==> src/rtl/mem_arbiter.sv <==
// mem_arbiter: two-requester arbiter in front of a synchronous memory.
// Requester 0 is the processor, requester 1 is the DMA engine.
// Optional build macro ARB_RR_EN: round-robin tie-break (requester other than
// the last owner wins). Without it, requester 0 always wins ties.
// Read: IDLE -> ACCESS (gnt) -> WAIT (capture mem_rdata) -> RESP (rvalid).
// Write: IDLE -> ACCESS (gnt, mem_we) -> IDLE.
module mem_arbiter #(
  parameter int unsigned AW = 16,
  parameter int unsigned DW = 16
) (
  input  logic          Clock,
  input  logic          Resetn,
  input  logic          req0,
  input  logic          req1,
  input  logic [AW-1:0] addr0,
  input  logic [AW-1:0] addr1,
  input  logic [DW-1:0] wdata0,
  input  logic [DW-1:0] wdata1,
  input  logic          we0,
  input  logic          we1,
  output logic          gnt0,
  output logic          gnt1,
  output logic          rvalid0,
  output logic          rvalid1,
  output logic [DW-1:0] rdata,
  output logic [AW-1:0] mem_addr,
  output logic [DW-1:0] mem_wdata,
  output logic          mem_we,
  input  logic [DW-1:0] mem_rdata
);

  typedef enum logic [1:0] {
    IDLE   = 2'd0,
    ACCESS = 2'd1,
    WAIT   = 2'd2,
    RESP   = 2'd3
  } state_t;

  state_t state;
  logic   owner;
  logic   pick1;

`ifdef ARB_RR_EN
  logic   last_owner;
`endif

  // Winner selection among requests currently presented in IDLE
  always_comb begin
    pick1 = 1'b0;
`ifdef ARB_RR_EN
    if (req0 && req1) begin
      pick1 = ~last_owner;
    end else begin
      pick1 = req1;
    end
`else
    pick1 = req1 && !req0;
`endif
  end

  // Arbiter FSM with registered grant, response and memory-side outputs
  always_ff @(posedge Clock) begin
    if (!Resetn) begin
      state     <= IDLE;
      owner     <= 1'b0;
      gnt0      <= 1'b0;
      gnt1      <= 1'b0;
      rvalid0   <= 1'b0;
      rvalid1   <= 1'b0;
      mem_we    <= 1'b0;
      mem_addr  <= '0;
      mem_wdata <= '0;
      rdata     <= '0;
`ifdef ARB_RR_EN
      last_owner <= 1'b1;
`endif
    end else begin
      // Pulse outputs default low; mem_addr/mem_wdata/rdata hold
      gnt0    <= 1'b0;
      gnt1    <= 1'b0;
      rvalid0 <= 1'b0;
      rvalid1 <= 1'b0;
      mem_we  <= 1'b0;
      case (state)
        IDLE: begin
          if (req0 || req1) begin
            owner     <= pick1;
            mem_addr  <= pick1 ? addr1  : addr0;
            mem_wdata <= pick1 ? wdata1 : wdata0;
            mem_we    <= pick1 ? we1    : we0;
            gnt0      <= ~pick1;
            gnt1      <= pick1;
`ifdef ARB_RR_EN
            last_owner <= pick1;
`endif
            state     <= ACCESS;
          end
        end
        ACCESS: begin
          // mem_we is high here only for a write transaction
          state <= mem_we ? IDLE : WAIT;
        end
        WAIT: begin
          rdata   <= mem_rdata;
          rvalid0 <= ~owner;
          rvalid1 <= owner;
          state   <= RESP;
        end
        RESP: begin
          state <= IDLE;
        end
        default: begin
          state <= IDLE;
        end
      endcase
    end
  end

endmodule
==> config.mk <==
export PLATFORM = sky130hd
export DESIGN_NAME = mem_arbiter
export DESIGN_NICKNAME = d
export VERILOG_FILES = /design/src/rtl/mem_arbiter.sv
export SDC_FILE = /design/constraint.sdc
export NUM_CORES = 1
export LEC_CHECK = 0
export BUFFER_PORTS_ARGS = -buffer_cell sky130_fd_sc_hd__buf_2
export CAP_MARGIN = 0
export CELL_PAD_IN_SITES_DETAIL_PLACEMENT = 0
export CELL_PAD_IN_SITES_GLOBAL_PLACEMENT = 1
export CORE_UTILIZATION = 33
export DETAILED_ROUTE_END_ITERATION = 16
export PLACE_DENSITY = 0.95
export SLEW_MARGIN = 20
export SYNTH_ARGS = -nofsm -noshare
export SYNTH_HDL_FRONTEND = slang
export SYNTH_SLANG_ARGS = --single-unit
==> constraint.sdc <==
create_clock -name Clock -period 2.2 [get_ports Clock]
set_clock_uncertainty 0.15 [all_clocks]
set_input_delay 0.11 -clock Clock [delete_from_list [all_inputs] [get_ports Clock]]
set_output_delay 0.11 -clock Clock [all_outputs]
set_load 0.02 [all_outputs]
==> results_dict.tcl <==
set metrics [dict create \
    nets 574 \
    synth.top_cells.by_area "dfxtp_1 45%, a311oi_2 18%, nand2_1 15%" \
    cts_root_buf "clkbuf_8" \
    synth_edf_count 0 \
    post_cts_buffers 0 \
    p_seq_share_pct 45.1 \
    worstPathRequired_ns 2.25 \
    cts_tree "built" \
    final-hold-violation-count 0 \
    hp-class "in2reg" \
    met3_usage_pct 3.731 \
    p_clk_share_pct 22.6 \
    synthDominantCellAreaShare_pct 45.30 \
    finalCritPeriodShare_pct 95.85 \
    die_w_um 88.60 \
    drc 0 \
    vias 2816 \
    yosys-top-cells-count "96 x nand2_1, 56 x dfxtp_1, 49 x a21oi_1, 30 x a311oi_2, 17 x clkbuf_1" \
    dr.pass1.iters 4 \
    nFillCells 662 \
    clk_path_buf_depth 2 \
    p_int_w 0.001733 \
    synthArstFlopShare_pct 0 \
    fmax_mhz 474.2 \
    cp-start-kind "flip-flop" \
    numPortBuffers 138 \
    r2r_slack_ns 0.09 \
    ys_seq_area_share_pct 45.30 \
    start_util_pct 34.12 \
    power_switching_w 0.0008325 \
    slew_headroom_pct 54.63 \
    worst_slew_pin_slew_ns 0.6806 \
    ir_worst_vdd_uv 261.4 \
    core_mm2 0.007253 \
    wl_per_cell_um 13.47 \
    ff2ff_path_depth 4 \
    diodes 0 \
    tns_ns 0 \
    grt_overflow 0 \
    min_from "we1" \
    end_kind "flip-flop" \
    swShare_pct 32.46 \
    clk-insertion-delay-late_ns 0.31 \
    grt_start_max_net_pins 52 \
    drive_gt1_share_pct 38.85 \
    synth_nets 367 \
    hold_depth 3 \
    rows 31 \
    powerDensity_mw_per_mm2 621.4 \
    antenna_found_initial 0 \
    viasPerCell 4.789 \
    dp_cells 498 \
    r2r-end "mem_addr[1]$_SDFFE_PN0P_" \
    worstPathArrival_ns 2.15 \
    min_to "mem_we$_SDFF_PN0_" \
    netlist_instances 281 \
    max_stage_delay_ns 0.61 \
    period_needed_ns 2.109 \
    crit_buf_inv 1 \
    critPathKind "reg2reg" \
    ys_warn_count 0 \
    grt_pass1_vias 2687 \
    gr-usage-met2_pct 36.92 \
    cts-resized-gates 0 \
    maxCapViolCount 0 \
    syn_area_mm2 0.002475 \
    rsz0062_at_grt "no" \
    synth_ff_type "dfxtp_1" \
    ant_nets 0 \
    setup_viol 0 \
    drt_iter0_drc 99 \
    avgSynthCellArea_um2 8.807 \
    cts_made_buffers 5 \
    crit_fanout 34 \
    synth_area_leader_cell "dfxtp_1" \
    drt_wl_total_um 7922 \
    stdcell_count 588 \
    die_area_mm2 0.007850 \
    p_comb_share_pct 32.3 \
    slew_violations 0 \
    cts.sinks 56 \
    leakage_nw 1.903 \
    grt_pass1_wl_um 12130 \
    grt_util_all_layers_pct 19.82 \
    place_congestion 0.7080 \
    dpl.hpwl_um 4633 \
    cpMaxStageDelayCell "dlygate4sd3_1" \
    synthMostInstantiatedCell "nand2_1" \
    grt.busiest_layer "met2" \
    synth_seq_cells 56 \
    cp_cell_sequence "nor2_2 -> and2_4 -> a311oi_2 -> dlygate4sd3_1" \
    htree_levels 2 \
    syn2layout_area_growth_pct 66.78 \
    cp_top_family "simple AND/OR/NAND/NOR gates" \
    ioPinCount 139 \
    ys_types 21 \
    grtUsageMet1_pct 22.70 \
    fp.dieH_um 88.60 \
    status "completed" \
    path_clk_slew_ns 0.11 \
]
-- metrics by stage --
stage                     hold slack [ns]  power (W)  utilization (%)  worst slack, ns  area (um2)
after global routing              0.02670   0.002700            56.91          0.01427        4128
after floorplan                   0.07760   0.001621                -           0.7828        2475
after detailed placement           0.2068   0.001835            44.32           0.6405        3214
after CTS                        0.008620   0.002573            56.91           0.1003        4128
final                             0.02128   0.002565            56.91          0.09123        4128
after global placement             0.2035   0.001819            44.32           0.6934        3214
-- power groups by stage --
| stage | Sequential (W) | Clock (W) | Combinational, W |
|---|---|---|---|
| after global routing | 0.00117 | 0.000634 | 0.000897 |
| after CTS | 0.00116 | 0.000599 | 0.000817 |
| final | 0.00116 | 0.000580 | 0.000827 |
| after floorplan | 0.00129 | 0 | 0.000333 |
| after global placement | 0.00118 | 0 | 0.000641 |
| after detailed placement | 0.00118 | 0 | 0.000655 |
-- flip-flops by register name, indices dropped and copies added (netlist names), named ones only --
signal and flops:
rvalid1 1, mem_we 1, rvalid0 1, owner 1
mem_addr 16, state 1, rdata 16, gnt0 1
mem_wdata 16, gnt1 1
-- worst register-to-register path, stage by stage (launching register included) --
cell and delay (ns):
dfxtp_1 0.36, nor2_2 0.17, and2_4 0.53, a311oi_2 0.19, dlygate4sd3_1 0.61
-- layer usage --
layer	share of wire (%)	wire, um
met1	42	3332
met2	50	3953
met3	6.1	485
met4	1.9	150
met5	0	0
-- cell usage in the layout, fill, tap and decap left out --
cell,count
a21boi_0,1
a21oi_1,49
a311oi_1,2
a311oi_2,30
and2_4,1
and3_1,5
buf_12,1
buf_2,138
buf_4,7
clkbuf_8,5
clkinv_4,1
clkinvlp_4,2
dfxtp_1,56
dlygate4sd3_1,82
inv_2,1
mux2_2,1
nand2_1,96
nand2b_1,2
nor2_1,1
nor2_2,1
nor2b_1,1
nor2b_2,1
nor3_1,2
o21a_1,1
or2_1,1
or3b_2,1
-- final cells by class --
cell class              count  area, um2  area share (%)
clock inverters             3      23.77          0.5759
well taps                  99      123.9           3.001
repair buffers            228       1584           38.38
multi-input cells         196       1202           29.13
clock buffers               5      68.82           1.667
flip-flops and latches     56       1121           27.16
inverters                   1      3.754         0.09094
-- kinds of logic (layout without fill, tap and decap cells) --
logic type / after synthesis / count (layout) / synth area share, %
mux: 1 / 1 / 0.4550
compound gates: 83 / 83 / 29.42
simple gates: 112 / 112 / 18.60
buf+inv: 29 / 237 / 6.218
flops: 56 / 56 / 45.30
-- worst max path at each step --
stage	to	depth (start not counted)
finish	mem_addr[1]$_SDFFE_PN0P_	4
global route	mem_addr[4]$_SDFFE_PN0P_	4
CTS	mem_addr[3]$_SDFFE_PN0P_	4
detailed placement	mem_wdata[9]$_SDFFE_PN0P_	5
global placement	mem_addr[9]$_SDFFE_PN0P_	5
floorplan	mem_addr[0]$_SDFFE_PN0P_	4
-- repair_timing --
action	4_1_cts	5_1_grt
hold buffers	82	0
endpoints found under the setup margin	0	0
endpoints found under the hold margin	53	0
(Power assumes the default switching activity.)
